`config.mk`:
```
export PLATFORM = sky130hd
export DESIGN_NAME = as_sdc_initiator
export DESIGN_NICKNAME = d
export VERILOG_FILES = /design/src/rtl/as_sdc_initiator.sv
export SDC_FILE = /design/constraint.sdc
export NUM_CORES = 1
export LEC_CHECK = 0
export ABC_CLOCK_PERIOD_IN_PS = 2500
export CELL_PAD_IN_SITES_DETAIL_PLACEMENT = 0
export CELL_PAD_IN_SITES_GLOBAL_PLACEMENT = 1
export CORE_MARGIN = 3
export CORE_UTILIZATION = 25
export DETAILED_ROUTE_END_ITERATION = 10
export GPL_ROUTABILITY_DRIVEN = 1
export PLACE_DENSITY = 0.46
export SLEW_MARGIN = 5
export SYNTH_ARGS = -nofsm -noshare
export SYNTH_HDL_FRONTEND = slang
export SYNTH_SLANG_ARGS = --single-unit
```
`constraint.sdc`:
```
create_clock -name clk -period 2.5 [get_ports clk]
set_input_delay 0.75 -clock clk [delete_from_list [all_inputs] [get_ports clk]]
set_output_delay 0.75 -clock clk [all_outputs]
set_load 0.1 [all_outputs]
```
`src/rtl/as_sdc_initiator.sv`:
```
// ---------------------------------------------------------------------------
// as_sdc_initiator
//
// Drives the autonomous-system side of the shutdown-circuit (SDC) closing
// interface. It produces a level watchdog-OK signal from the AS heartbeat.
// It issues one fixed-width close pulse per close request. It then watches
// the SDC ready and relay feedback and latches a fault when the SDC fails
// to close, or fails to stay closed.
//
// State table:
//   state      | enc | meaning
//   IDLE       |  0  | SDC open, waiting for a fresh close request
//   WAIT_READY |  1  | close requested, waiting for SDC ready and watchdog OK
//   PULSE      |  2  | as_close_sdc driven high for CLOSE_PULSE cycles
//   CONFIRM    |  3  | pulse done, waiting for relay feedback (bounded)
//   CLOSED     |  4  | SDC closed and being supervised
//   FAULT      |  5  | sticky fault, waiting for an accepted fault_clear
//
// Ports:
//   clk           in   system clock
//   rst_n         in   asynchronous active-low reset
//   heartbeat     in   AS alive signal, rising edge = alive (async)
//   close_req     in   level close request from the AS supervisor (async)
//   open_req      in   level open request, wins over close_req (async)
//   sdc_is_ready  in   SDC logic ready (async)
//   sdc_relay_fb  in   SDC relay drive feedback (async)
//   fault_clear   in   single-cycle pulse that clears a latched fault (async)
//   watchdog      out  1 = AS alive (heartbeat edges arriving in time)
//   as_close_sdc  out  registered close pulse to the SDC latch logic
//   sdc_closed    out  1 while in CLOSED
//   fault         out  sticky fault flag (1 while in FAULT)
//   state         out  encoded FSM state for telemetry
// ---------------------------------------------------------------------------
module as_sdc_initiator #(
    parameter int HB_TIMEOUT    = 50000,
    parameter int CLOSE_PULSE   = 1000,
    parameter int READY_TIMEOUT = 100000,
    parameter int CNT_W         = 17
) (
    input  logic       clk,
    input  logic       rst_n,
    input  logic       heartbeat,
    input  logic       close_req,
    input  logic       open_req,
    input  logic       sdc_is_ready,
    input  logic       sdc_relay_fb,
    input  logic       fault_clear,
    output logic       watchdog,
    output logic       as_close_sdc,
    output logic       sdc_closed,
    output logic       fault,
    output logic [2:0] state
);

    localparam logic [CNT_W-1:0] HB_MAX    = CNT_W'(HB_TIMEOUT);
    localparam logic [CNT_W-1:0] PULSE_LEN = CNT_W'(CLOSE_PULSE);
    localparam logic [CNT_W-1:0] READY_LEN = CNT_W'(READY_TIMEOUT);
    localparam logic [CNT_W-1:0] CNT_ONE   = CNT_W'(1);
    localparam logic [CNT_W-1:0] CNT_ZERO  = '0;

    typedef enum logic [2:0] {
        IDLE       = 3'd0,
        WAIT_READY = 3'd1,
        PULSE      = 3'd2,
        CONFIRM    = 3'd3,
        CLOSED     = 3'd4,
        FAULT      = 3'd5
    } state_t;

    // -----------------------------------------------------------------------
    // Input synchronizers (two flops, all async inputs)
    // -----------------------------------------------------------------------
    logic [5:0] sync_a;
    logic [5:0] sync_b;
    logic       hb_s;
    logic       close_s;
    logic       open_s;
    logic       ready_s;
    logic       relay_s;
    logic       fclr_s;

    always_ff @(posedge clk or negedge rst_n) begin
        if (!rst_n) begin
            sync_a <= '0;
            sync_b <= '0;
        end else begin
            sync_a <= {heartbeat, close_req, open_req, sdc_is_ready,
                       sdc_relay_fb, fault_clear};
            sync_b <= sync_a;
        end
    end

    assign {hb_s, close_s, open_s, ready_s, relay_s, fclr_s} = sync_b;

    // -----------------------------------------------------------------------
    // Heartbeat watchdog
    // The counter saturates at HB_TIMEOUT; sitting at the limit is the trip
    // condition, and only a heartbeat edge pulls it back down. hb_seen keeps
    // watchdog low until the AS has shown at least one sign of life.
    // -----------------------------------------------------------------------
    logic             hb_d;
    logic             hb_edge;
    logic             hb_seen;
    logic [CNT_W-1:0] wd_cnt;
    logic             wd_trip;

    assign hb_edge = hb_s & ~hb_d;

    always_ff @(posedge clk or negedge rst_n) begin
        if (!rst_n) begin
            hb_d    <= 1'b0;
            hb_seen <= 1'b0;
            wd_cnt  <= '0;
        end else begin
            hb_d <= hb_s;
            if (hb_edge) begin
                hb_seen <= 1'b1;
                wd_cnt  <= '0;
            end else if (wd_cnt != HB_MAX) begin
                wd_cnt <= wd_cnt + CNT_ONE;
            end
        end
    end

    assign wd_trip  = (wd_cnt == HB_MAX);
    assign watchdog = hb_seen & ~wd_trip;

    // -----------------------------------------------------------------------
    // FSM
    // -----------------------------------------------------------------------
    state_t           state_q;
    state_t           state_d;
    logic [CNT_W-1:0] pulse_cnt;
    logic [CNT_W-1:0] rdy_cnt;
    logic             close_armed;
    logic             enter_pulse;
    logic             acs_q;

    // Down-counter terminal counts: the transition fires on the last cycle
    // so the following state starts exactly CLOSE_PULSE / READY_TIMEOUT
    // cycles after PULSE entry.
    logic pulse_tc;
    logic rdy_tc;

    assign pulse_tc    = (pulse_cnt <= CNT_ONE);
    assign rdy_tc      = (rdy_cnt <= CNT_ONE);
    assign enter_pulse = (state_q == WAIT_READY) && (state_d == PULSE);

    // State register
    always_ff @(posedge clk or negedge rst_n) begin
        if (!rst_n) begin
            state_q <= IDLE;
        end else begin
            state_q <= state_d;
        end
    end

    // Next-state logic
    always_comb begin
        state_d = state_q;
        case (state_q)
            IDLE: begin
                if (close_armed && close_s && !open_s && !fault) begin
                    state_d = WAIT_READY;
                end
            end
            WAIT_READY: begin
                if (open_s || !close_s) begin
                    state_d = IDLE;
                end else if (ready_s && watchdog) begin
                    state_d = PULSE;
                end
            end
            PULSE: begin
                if (open_s) begin
                    state_d = IDLE;
                end else if (!watchdog) begin
                    state_d = FAULT;
                end else if (pulse_tc) begin
                    state_d = CONFIRM;
                end
            end
            CONFIRM: begin
                if (open_s) begin
                    state_d = IDLE;
                end else if (!watchdog) begin
                    state_d = FAULT;
                end else if (relay_s) begin
                    state_d = CLOSED;
                end else if (rdy_tc) begin
                    state_d = FAULT;
                end
            end
            CLOSED: begin
                // An intentional open wins over the supervision checks,
                // because opening naturally drops the relay feedback.
                if (open_s) begin
                    state_d = IDLE;
                end else if (!relay_s || !ready_s || !watchdog) begin
                    state_d = FAULT;
                end
            end
            FAULT: begin
                if (fclr_s && watchdog && !close_s) begin
                    state_d = IDLE;
                end
            end
            default: begin
                state_d = IDLE;
            end
        endcase
    end

    // Output logic
    always_comb begin
        fault        = 1'b0;
        sdc_closed   = 1'b0;
        as_close_sdc = acs_q;
        state        = state_q;
        case (state_q)
            CLOSED:  sdc_closed = 1'b1;
            FAULT:   fault      = 1'b1;
            default: ;
        endcase
    end

    // The close pulse is a flop that tracks the next state. It rises and
    // falls on the same edges as state_q enters and leaves PULSE.
    always_ff @(posedge clk or negedge rst_n) begin
        if (!rst_n) begin
            acs_q <= 1'b0;
        end else begin
            acs_q <= (state_d == PULSE);
        end
    end

    // One close attempt per request: the arm flag is cleared whenever the
    // FSM is away from IDLE. Only a low close_req observed while back in
    // IDLE re-arms it. The synchronizers reset low, which arms the flag
    // right after reset.
    always_ff @(posedge clk or negedge rst_n) begin
        if (!rst_n) begin
            close_armed <= 1'b0;
        end else if (state_q != IDLE) begin
            close_armed <= 1'b0;
        end else if (!close_s) begin
            close_armed <= 1'b1;
        end
    end

    // Pulse and ready timers both load on PULSE entry and count down,
    // saturating at zero.
    always_ff @(posedge clk or negedge rst_n) begin
        if (!rst_n) begin
            pulse_cnt <= '0;
            rdy_cnt   <= '0;
        end else begin
            if (enter_pulse) begin
                pulse_cnt <= PULSE_LEN;
            end else if (state_q == PULSE && pulse_cnt != CNT_ZERO) begin
                pulse_cnt <= pulse_cnt - CNT_ONE;
            end else if (state_q != PULSE) begin
                pulse_cnt <= '0;
            end

            if (enter_pulse) begin
                rdy_cnt <= READY_LEN;
            end else if ((state_q == PULSE || state_q == CONFIRM) &&
                         rdy_cnt != CNT_ZERO) begin
                rdy_cnt <= rdy_cnt - CNT_ONE;
            end else if (state_q != PULSE && state_q != CONFIRM) begin
                rdy_cnt <= '0;
            end
        end
    end

endmodule

```
# Yosys cells after proc, flatten, opt, wreduce, memory -nomap -nowiden
# Cells that the tools add are included.
# word_totals
input_bits	8
ff_bits	70
output_inout_bits	7
word_cells	83
# classes
bitwise_logic	4
addsub	3
n_mux	26
eq_ne	11
n_reduce_logical	27
n_lt_le_gt_ge	2
# op_table
cell	n
two-way mux 17 bit	8
two-way mux 3 bit	13
less-or-equal comparator 17 x 1 -> 1 bit, second input constant	2
nonzero test 17 bit	2
subtractor 17 x 1 -> 17 bit, second input constant	2
one-hot mux 3 bit (6 select lines)	1
adder 17 x 1 -> 17 bit, second input constant	1
equality test 17 x 16 -> 1 bit, second input constant	1
inequality test 17 x 16 -> 1 bit, second input constant	1
logical AND 1 bit	10
equality test 3 x 2 -> 1 bit, second input constant	3
nonzero test 3 bit	3
equality test 3 bit, second input constant	2
logical NOT 1 bit	6
inequality test 3 x 2 -> 1 bit, second input constant	2
logical OR 1 bit	4
two-way mux 1 bit	4
equality test 3 x 1 -> 1 bit, second input constant	1
logical NOT 3 bit	1
bitwise AND 1 bit	2
inequality test 2 x 1 -> 1 bit, second input constant	1
inverter 1 bit	2
nonzero test 2 bit	1

# Logic depth before layout (Yosys ltp)
# Gate-level depths: netlist of run 1.
# depth
depth_word	11
depth_mapped	8
mapped_depth_nobuf	7

# Worst setup path before layout of run 1
# Ideal clock, no wire load.
# synth_timing
path_kind	register to output
startpoint	reg wd_cnt[5]
endpoint	out watchdog
slack_ps	-248
arrival_ps	1998
path_buffers	0
stages_incl_launch_ff	5
path_cell_list	dfrtp_1 or4_1 nor4_2 nand2b_1 inv_1
# synth_between
elab_chain_len	3
# synth_rtl
item	line_no	rtl
start: declaration	104	logic [CNT_W-1:0] wd_cnt;
start signal: assignment	120	wd_cnt <= wd_cnt + CNT_ONE;
equality test 17 x 16 -> 1 bit	125	assign wd_trip = (wd_cnt == HB_MAX);
inverter 1 bit	126	assign watchdog = hb_seen & ~wd_trip;
bitwise AND 1 bit	126	
end: declaration	48	output logic watchdog,
# No other way between the ends.

# Final worst setup path of run 1
# layout_timing
startpoint	reg wd_cnt[7]
endpoint	out watchdog
# The elaborated chain is that of the path after synthesis.

==> results of run 1 <==
[worst max-delay path by stage]
stage | startpoint | endpoint | slack (ps) | depth (start not counted)
CTS | wd_cnt[7] | watchdog | -270 | 5
floorplan | wd_cnt[11] | watchdog | -200 | 4
global placement | wd_cnt[12] | watchdog | 90 | 5
finish | wd_cnt[7] | watchdog | -230 | 5
detailed placement | wd_cnt[12] | watchdog | 60 | 5
global route | wd_cnt[7] | watchdog | -330 | 5
[cell families after synthesis]
family / synth area share, %
muxes: 0.868
and+or+nand+nor: 24.6
adders and majority gates: 2.89
buffers and inverters: 2.82
AOI/OAI and AO/OA: 10.1
xor gates and xnor gates: 8.10
DFF: 50.6
[repair_timing]
item	4_1_cts	5_1_grt
endpoints found under the hold margin	0	0
setup endpoints to repair	1	1
pin swaps	2	0
gates resized for setup	1	0
setup buffers	2	0
[stage by stage]
stage / setup slack (ps) / instance area, um2 / power (uW) / instances
floorplan: -196 / 3490 / 1610 / 350
global placement: 93.3 / 3980 / 1790 / 549
detailed placement: 61.0 / 3980 / 1790 / 549
CTS: -271 / 4270 / 3020 / 567
global route: -334 / 4270 / 3140 / 567
finish: -228 / 4270 / 2960 / 567
[cell usage after synthesis (2+ instances only)]
library cell	count
sky130_fd_sc_hd__and3b_1	2
sky130_fd_sc_hd__nand3_1	14
sky130_fd_sc_hd__nor3_1	15
sky130_fd_sc_hd__or4_1	6
sky130_fd_sc_hd__nand2b_1	6
sky130_fd_sc_hd__or3_1	9
sky130_fd_sc_hd__ha_1	8
sky130_fd_sc_hd__dfrtp_1	70
sky130_fd_sc_hd__nand4b_1	4
sky130_fd_sc_hd__o21ai_0	23
sky130_fd_sc_hd__xor2_1	17
sky130_fd_sc_hd__mux2i_1	3
sky130_fd_sc_hd__and3_1	5
sky130_fd_sc_hd__inv_1	15
sky130_fd_sc_hd__o21a_1	2
sky130_fd_sc_hd__nand2_1	21
sky130_fd_sc_hd__o31ai_1	4
sky130_fd_sc_hd__o211ai_1	6
sky130_fd_sc_hd__a211oi_1	2
sky130_fd_sc_hd__nand3b_1	2
sky130_fd_sc_hd__nor2_1	39
sky130_fd_sc_hd__nor4_1	12
sky130_fd_sc_hd__o41ai_1	2
sky130_fd_sc_hd__clkbuf_1	8
sky130_fd_sc_hd__or4_2	2
sky130_fd_sc_hd__xnor2_1	15
sky130_fd_sc_hd__nand4_1	6
sky130_fd_sc_hd__a21oi_1	13
sky130_fd_sc_hd__nor2b_1	3
[layer usage]
layer  GRT usage, %  up-vias  routed length, um
met3           4.13        7                348
met5              0        -                  0
li1               -     1331                  -
met1           16.5     1283               4280
met2           17.7       52               3520
met4           3.53        0                 94
[power by group through the flow]
stage          Clock, uW  Sequential, uW  Combinational (uW)
3_5_place_dp           0            1250                 537
6_report            1180            1230                 543
3_3_place_gp           0            1250                 540
5_1_grt             1280            1240                 612
2_1_floorplan          0            1270                 331
4_1_cts             1230            1230                 551
[final cells by class]
type	instances	share of cell area [%]
Sequential cell	70	41.1
Multi-Input combinational cell	256	38.3
Timing Repair Buffer	34	7.51
Clock buffer	9	5.28
Tap cell	176	5.16
Inverter	15	1.50
Clock inverter	7	1.11
[sequential cells by signal, summed over array words and instances, names as in the netlist]
register and count:
wd_cnt 17, sync_a 6, state 3, close_armed 1
rdy_cnt 17, hb_seen 1, pulse_cnt 17, hb_d 1
sync_b 6, as_close_sdc 1
==> results_dict.tcl, run 1 <==
set metrics [dict create \
    status "complete, but fails checks" \
    failed_checks "negative setup slack" \
    most_used_dff_post_synth "sky130_fd_sc_hd__dfrtp_1" \
    synth.avg_cell_area_um2 9.89 \
    synth.net_count 366 \
    finalCriticalPeriod_ps 2730 \
    crit_required_ps 1750 \
    fin_crit_sh_pct 109 \
    clock-sinks 70 \
    grt_pass1_vias 2703 \
    ys_seq_elements 70 \
    sw_frac_of_total_pct 29.6 \
    r2r-start "pulse_cnt[11]" \
    clock_tree.root_cell "sky130_fd_sc_hd__clkbuf_16" \
    insertedDiodeCount 0 \
    grt_antenna_before_repair 0 \
    critical_path.startpoint_type "flop" \
    worst_margin_slew_ps 576 \
    final_worst_setup_slack_ps -228 \
    p_clk_share_pct 40.0 \
    rsz_0062_raised_after_global_routing "yes" \
    holdCritPathClass "flop to flop" \
    antenna_left 0 \
    final_cell_mix "sky130_fd_sc_hd__dfrtp_1, sky130_fd_sc_hd__nor2_1, sky130_fd_sc_hd__buf_4" \
    final.setup.tns_ps -228 \
    internal-power_uw 2080 \
    io_buffer_count 14 \
    mostFrequentLayoutCell "sky130_fd_sc_hd__dfrtp_1" \
    synthesis.yosys.warnings 0 \
    totalWireLength_mm 8.24 \
    gr-total-overflow 0 \
    number_of_hold_violations_in_the_final_report 0 \
    clock_insertion_delay_worst_skew_ps 340 \
    critical_path_class "flop to primary output" \
    die_y_um 124 \
    cts.hold.buffers_added 0 \
    static-leakage-power_uw 0.00184 \
    register_area_um2 1750 \
    setup_viol 1 \
    cp.buffers_inverters 2 \
    power_density_nw_per_um2 693 \
    htree_num_levels 3 \
    biggest_area_contributors_in_the_synthesized_netlist "sky130_fd_sc_hd__dfrtp_1, sky130_fd_sc_hd__xor2_1, sky130_fd_sc_hd__nor2_1, sky130_fd_sc_hd__xnor2_1, sky130_fd_sc_hd__o21ai_0" \
    seqPwrFrac_pct 41.6 \
    die-area_um2 15300 \
    cpPeakStageDelay_ps 550 \
    drive_above_1_share_pct 15.3 \
    dr.first_iter.drc_count 223 \
    synth-async-reset-ratio_pct 100 \
    clockBufferDepth 2 \
    core.rowCount 42 \
    initial_cell_density_of_the_core_pct 25.8 \
    path_delay_family "simple AND/OR/NAND/NOR gates" \
    gpl.final_weighted_congestion 0.752 \
    rr_endpoint "pulse_cnt[15]" \
    max-slew-margin-rel_pct 61.5 \
    comb_power_share_pct 18.4 \
    min_path_cells 0 \
    fin_util_pct 31.8 \
    r2r_slack_ps 200 \
    detail_route.first_pass.iterations 4 \
    peakVddDrop_mv 0.426 \
    power.switching_uw 877 \
    timing.hold.worst.start "sync_a[3]" \
    layout_overhead_on_the_synthesized_area_pct 23.3 \
    achievable-frequency_ghz 0.367 \
    multi_input_comb_area_um2 1640 \
    total_i_o_pin_count 15 \
    route.detailed.drc 0 \
    synth_edf_count 0 \
    nFillCells 1407 \
    clock_skew_ps 9.01 \
    drt-vias-per-instance 4.71 \
    path_max_fanout 2 \
    slew_violations 0 \
    die_x_um 124 \
    tritoncts_clock_tree "done" \
    critical_path_top_delay_cell "sky130_fd_sc_hd__or4_4" \
    synth_area_um2 3460 \
    critical_path_capture_point_type "primary output" \
    netlist_instances 350 \
    worst_endpoint_data_arrival_time_ps 1980 \
    wire_length_of_the_first_global_routing_pass_mm 14.0 \
    grt_usage_pct 11.9 \
    max-cap-violations 0 \
    synth_top_area_share_pct 50.6 \
    worstRegToRegCells 5 \
    layout.nets 402 \
    grt_max_degree 34 \
    hpwl_mm 5.78 \
    num_vias 2673 \
    netlist-cell-type-count 45 \
    synthDominantAreaCellType "sky130_fd_sc_hd__dfrtp_1" \
    wire_per_inst_um 14.5 \
    clk_transition_reported_paths_ps 60 \
    fin_worst_hold_slack_ps 347 \
    synth.yosys.seq_area_share_pct 50.6 \
    hold_end "sync_b[3]" \
    cts_made_buffers 9 \
    cell_by_cell_trace_of_the_critical_path "or4_4, nor4_4, nand2b_4, clkinvlp_4, buf_12" \
    floorplan.core_area_um2 13400 \
]
Note: power is estimated with default switching activity, not from simulation.
==> inputs of run 2 (changes only) <==
Settings changed: CORE_UTILIZATION 25 to 47, PLACE_DENSITY 0.46 to 0.77.
==> results_dict.tcl, run 2 (synthesis gave the netlist of run 1 again) <==
set metrics [dict create \
    status "complete, but fails checks" \
    failed_checks "negative setup slack" \
    achievable-frequency_ghz 0.362 \
    path_max_fanout 2 \
    clock-sinks 70 \
    critical_path_capture_point_type "primary output" \
    max-slew-margin-rel_pct 65.7 \
    setup_viol 1 \
    critical_path.startpoint_type "flop" \
    layout_top_registers "pulse_cnt x17, rdy_cnt x17, wd_cnt x17" \
    wire_length_of_the_first_global_routing_pass_mm 12.0 \
    die_y_um 91.8 \
    mostFrequentLayoutCell "sky130_fd_sc_hd__dfrtp_1" \
    r2r-start "pulse_cnt[11]" \
    clock_skew_ps 7.65 \
    number_of_hold_violations_in_the_final_report 0 \
    peakVddDrop_mv 0.419 \
    rsz_0062_raised_after_global_routing "yes" \
    place_worst_setup_slack_ps 50.5 \
    power_density_nw_per_um2 676 \
    timing.hold.worst.start "sync_a[3]" \
    clock_tree.root_cell "sky130_fd_sc_hd__clkbuf_8" \
    final_worst_setup_slack_ps -264 \
    dr.first_iter.drc_count 81 \
    floorplan.core_area_um2 6980 \
    nFillCells 611 \
    critical_path_class "flop to primary output" \
    wire_per_inst_um 14.7 \
    detail_route.first_pass.iterations 4 \
    antenna_left 0 \
    io_buffer_count 14 \
    totalWireLength_mm 7.11 \
    fin_util_pct 58.6 \
    clockBufferDepth 2 \
    layout_overhead_on_the_synthesized_area_pct 18.3 \
    htree_num_levels 3 \
    final_cell_mix "sky130_fd_sc_hd__dfrtp_1, sky130_fd_sc_hd__nor2_1, sky130_fd_sc_hd__o21ai_0" \
    num_vias 2672 \
    clock_insertion_delay_worst_skew_ps 340 \
    gr-total-overflow 0 \
    fin_crit_sh_pct 111 \
    tritoncts_clock_tree "done" \
    route.detailed.drc 0 \
    hpwl_mm 4.73 \
    die_x_um 91.8 \
    final.setup.tns_ps -264 \
    clk_transition_reported_paths_ps 80 \
    gpl.final_weighted_congestion 0.807 \
    worst_margin_slew_ps 510 \
    drive_above_1_share_pct 14.9 \
    layout.nets 399 \
    grt_pass1_vias 2587 \
    timing.critical_path.from "wd_cnt[5]" \
    grt_antenna_before_repair 0 \
    crit_required_ps 1750 \
    grt_max_degree 71 \
    finalCriticalPeriod_ps 2760 \
    max-cap-violations 0 \
    insertedDiodeCount 0 \
    cts.hold.buffers_added 0 \
    total_i_o_pin_count 15 \
    holdCritPathClass "flop to flop" \
    cts_made_buffers 9 \
    grt_usage_pct 17.5 \
    slew_violations 0 \
    die-area_um2 8430 \
    worst_endpoint_data_arrival_time_ps 2010 \
    initial_cell_density_of_the_core_pct 49.6 \
    static-leakage-power_uw 0.00180 \
    drt-vias-per-instance 5.52 \
    core.rowCount 30 \
]
## run 2: cell count changes in the layout (fill, tap and decap cells not counted), sizes merged
| cell | previous run | this run |
|---|---|---|
| inv | 15 | 13 |
| bufinv | 0 | 2 |
| clkinvlp | 4 | 3 |
| buf | 28 | 25 |
| clkinv | 3 | 4 |
## run 2: cell type report
type	instances	area, um2	area share (%)
inverter	15	63.8	1.56
clock buffer	9	124	3.03
clock inverter	7	98.8	2.42
tap	96	120	2.93
sequential	70	1750	42.9
timing repair buffer	31	295	7.21
multi-input combinational	256	1640	40.0
## run 2: worst paths after layout
kind / end / slack (ps) / depth (start not counted)
worst min-delay path: sync_b[3] / 350 / 0
worst max register to register: pulse_cnt[15] / 200 / 5
worst min register to register: sync_b[3] / 350 / 0
max in group asynchronous: state[1] / 1770 / 2
min in group asynchronous: rdy_cnt[2] / 420 / 2
worst max-delay path: watchdog / -260 / 5
## run 2: worst max-delay path: stages, from the launching register on
cell,delay [ps]
sky130_fd_sc_hd__dfrtp_1,380
sky130_fd_sc_hd__or4_4,550
sky130_fd_sc_hd__nor4_4,290
sky130_fd_sc_hd__nand2b_4,190
sky130_fd_sc_hd__clkinvlp_4,90
sky130_fd_sc_hd__buf_12,170
## run 2: stage by stage
step / total power [uW] / cell area (um2) / hold slack, ps / std cells
global route: 2910 / 4090 / 363 / 484
global placement: 1750 / 3840 / 331 / 464
finish: 2770 / 4090 / 352 / 484
CTS: 2790 / 4090 / 354 / 484
detailed placement: 1760 / 3840 / 336 / 464
floorplan: 1610 / 3490 / 331 / 350
## run 2: timing repair
| item | CTS | global route |
|---|---|---|
| gates cloned | 0 | 0 |
| gates resized for setup | 1 | 1 |
| setup endpoints to repair | 1 | 1 |
| pin swaps | 1 | 0 |
| setup buffers | 4 | 0 |
## run 2: routing by layer
layer / part of all wire [%] / global-route usage, % / vias up
met2: 48 / 28.5 / 43
met1: 48 / 23.2 / 1303
met4: 0.73 / 5.45 / 0
li1: - / - / 1319
met5: 0 / 0 / -
met3: 3.0 / 4.18 / 7
## run 2: report_power, final
group | switching [uW] | total [uW] | leakage [uW] | internal, uW
combinational | 302 | 516 | 0.000764 | 214
sequential | 50.2 | 1230 | 0.000930 | 1180
clock | 451 | 1020 | 0.000109 | 565
total | 803 | 2770 | 0.00180 | 1960
==> inputs of run 3 (changes only) <==
--- a/constraint.sdc
+++ b/constraint.sdc
@@ -3,2 +3,2 @@
 set_output_delay 0.75 -clock clk [all_outputs]
-set_load 0.1 [all_outputs]
+set_load 0.02 [all_outputs]
==> results_dict.tcl, run 3 (synthesis gave the netlist of run 1 again) <==
set metrics [dict create \
    cts_made_buffers 9 \
    rsz_0062_raised_after_global_routing "yes" \
    nFillCells 645 \
    grt_max_degree 71 \
    cell_by_cell_trace_of_the_critical_path "or4_4, nor4_4, nand2b_4, inv_2, buf_6" \
    worst_margin_slew_ps 524 \
    power_density_nw_per_um2 702 \
    clock_insertion_delay_worst_skew_ps 350 \
    final_worst_setup_slack_ps -183 \
    setup_viol 1 \
    grt_pass1_vias 2635 \
    clock_skew_ps 11.3 \
    critical_path_class "flop to primary output" \
    drive_above_1_share_pct 13.7 \
    critical_path_capture_point_type "primary output" \
    place_worst_setup_slack_ps -236 \
    core.rowCount 30 \
    clock_tree.root_cell "sky130_fd_sc_hd__clkbuf_8" \
    failed_checks "negative setup slack" \
    static-leakage-power_uw 0.00185 \
    holdCritPathClass "flop to flop" \
    antenna_left 0 \
    initial_cell_density_of_the_core_pct 49.6 \
    fin_worst_hold_slack_ps 352 \
    layout.nets 406 \
    total_i_o_pin_count 15 \
    layout_overhead_on_the_synthesized_area_pct 19.8 \
    finalCriticalPeriod_ps 2680 \
    crit_required_ps 1750 \
    floorplan.core_area_um2 6980 \
    cpPeakStageDelay_ps 550 \
    drt-vias-per-instance 5.45 \
    die-area_um2 8430 \
    io_buffer_count 14 \
    die_x_um 91.8 \
    gr-total-overflow 0 \
    gpl.final_weighted_congestion 0.776 \
    detail_route.first_pass.iterations 4 \
    num_vias 2674 \
    critical_path_top_delay_cell "sky130_fd_sc_hd__or4_4" \
    final_cell_mix "sky130_fd_sc_hd__dfrtp_1, sky130_fd_sc_hd__nor2_1, sky130_fd_sc_hd__o21ai_0, sky130_fd_sc_hd__buf_4, sky130_fd_sc_hd__nand2_1" \
    insertedDiodeCount 0 \
    critical_path.startpoint_type "flop" \
    max-slew-margin-rel_pct 65.1 \
    fin_util_pct 59.4 \
    fin_crit_sh_pct 107 \
    wire_per_inst_um 14.5 \
    achievable-frequency_ghz 0.373 \
    dr.first_iter.drc_count 150 \
    htree_num_levels 3 \
    route.detailed.drc 0 \
    peakVddDrop_mv 0.414 \
    slew_violations 0 \
    clk_transition_reported_paths_ps 70 \
    tritoncts_clock_tree "done" \
    number_of_hold_violations_in_the_final_report 0 \
    mostFrequentLayoutCell "sky130_fd_sc_hd__dfrtp_1" \
    status "complete, but fails checks" \
    wire_length_of_the_first_global_routing_pass_mm 12.5 \
    hpwl_mm 4.75 \
    grt_usage_pct 18.4 \
    layout_top_registers "pulse_cnt x17, rdy_cnt x17, wd_cnt x17" \
    worst_endpoint_data_arrival_time_ps 1930 \
    grt_antenna_before_repair 0 \
    path_max_fanout 2 \
    clockBufferDepth 2 \
    max-cap-violations 0 \
    die_y_um 91.8 \
    totalWireLength_mm 7.10 \
    clock-sinks 70 \
]
==> run 3: cell count changes in the layout (fill, tap and decap cells not counted), sizes merged <==
cell,previous run,this run
bufinv,2,3
clkinv,4,0
dlygate4sd2,0,2
buf,25,26
clkdlybuf4s50,6,10
inv,13,15
clkbuf,9,11
clkinvlp,3,2
==> run 3: per-layer routing <==
metal	up-vias	wire length [um]	track usage, %
met5	-	0	0
met4	0	85	7.80
met3	8	218	3.28
met2	33	3320	28.9
met1	1298	3480	25.1
li1	1335	-	-
==> run 3: power by group <==
part	switching (uW)	total (uW)	leakage, uW	internal (uW)
Combinational	292	531	0.000797	240
Clock	445	1160	0.000122	717
Sequential	36.1	1220	0.000933	1180
==> run 3: path summary, 6_finish.rpt <==
| check | slack [ps] | end | from | cells past startpoint |
|---|---|---|---|---|
| max in group asynchronous | 1780 | wd_cnt[5] | rst_n | 2 |
| hold reg to reg | 350 | sync_b[0] | sync_a[0] | 0 |
| setup reg to reg | 220 | pulse_cnt[15] | pulse_cnt[10] | 5 |
| min in group asynchronous | 400 | rdy_cnt[3] | rst_n | 2 |
| hold / removal | 350 | sync_b[0] | sync_a[0] | 0 |
| setup / recovery | -180 | watchdog | wd_cnt[3] | 5 |
==> run 3: what timing repair did <==
item / in CTS / in global routing
endpoints found under the setup margin: 3 / 1
setup buffers: 1 / 0
hold buffers: 0 / 0
gates cloned: 0 / 0
gates resized for setup: 12 / 1
pin swaps: 2 / 2
==> run 3: final cells by class <==
cell class                 count  area (um2)  area share (%)
clock buffer                  11         151            3.65
inverter                      15        56.3            1.36
sequential                    70        1750            42.2
clock inverter                 5         105            2.53
timing repair buffer          38         327            7.88
multi-input combinational    256        1640            39.4
tap                           96         120            2.90
==> run 3: per-stage QoR <==
stage	setup TNS, ps	instances	cell area, um2	total power [uW]
detailed placement	-236	474	3860	1760
CTS	-164	491	4140	2940
global placement	-217	474	3860	1760
global route	-232	491	4150	3060
finish	-183	491	4150	2910
floorplan	0	350	3460	1580
==> run 3: worst max-delay path: cells and delay by family (launching register included) <==
kind	cells	cell delay (ps)
AND/OR/NAND/NOR	3	1070
flip-flops	1	380
buffers and inverters	2	160
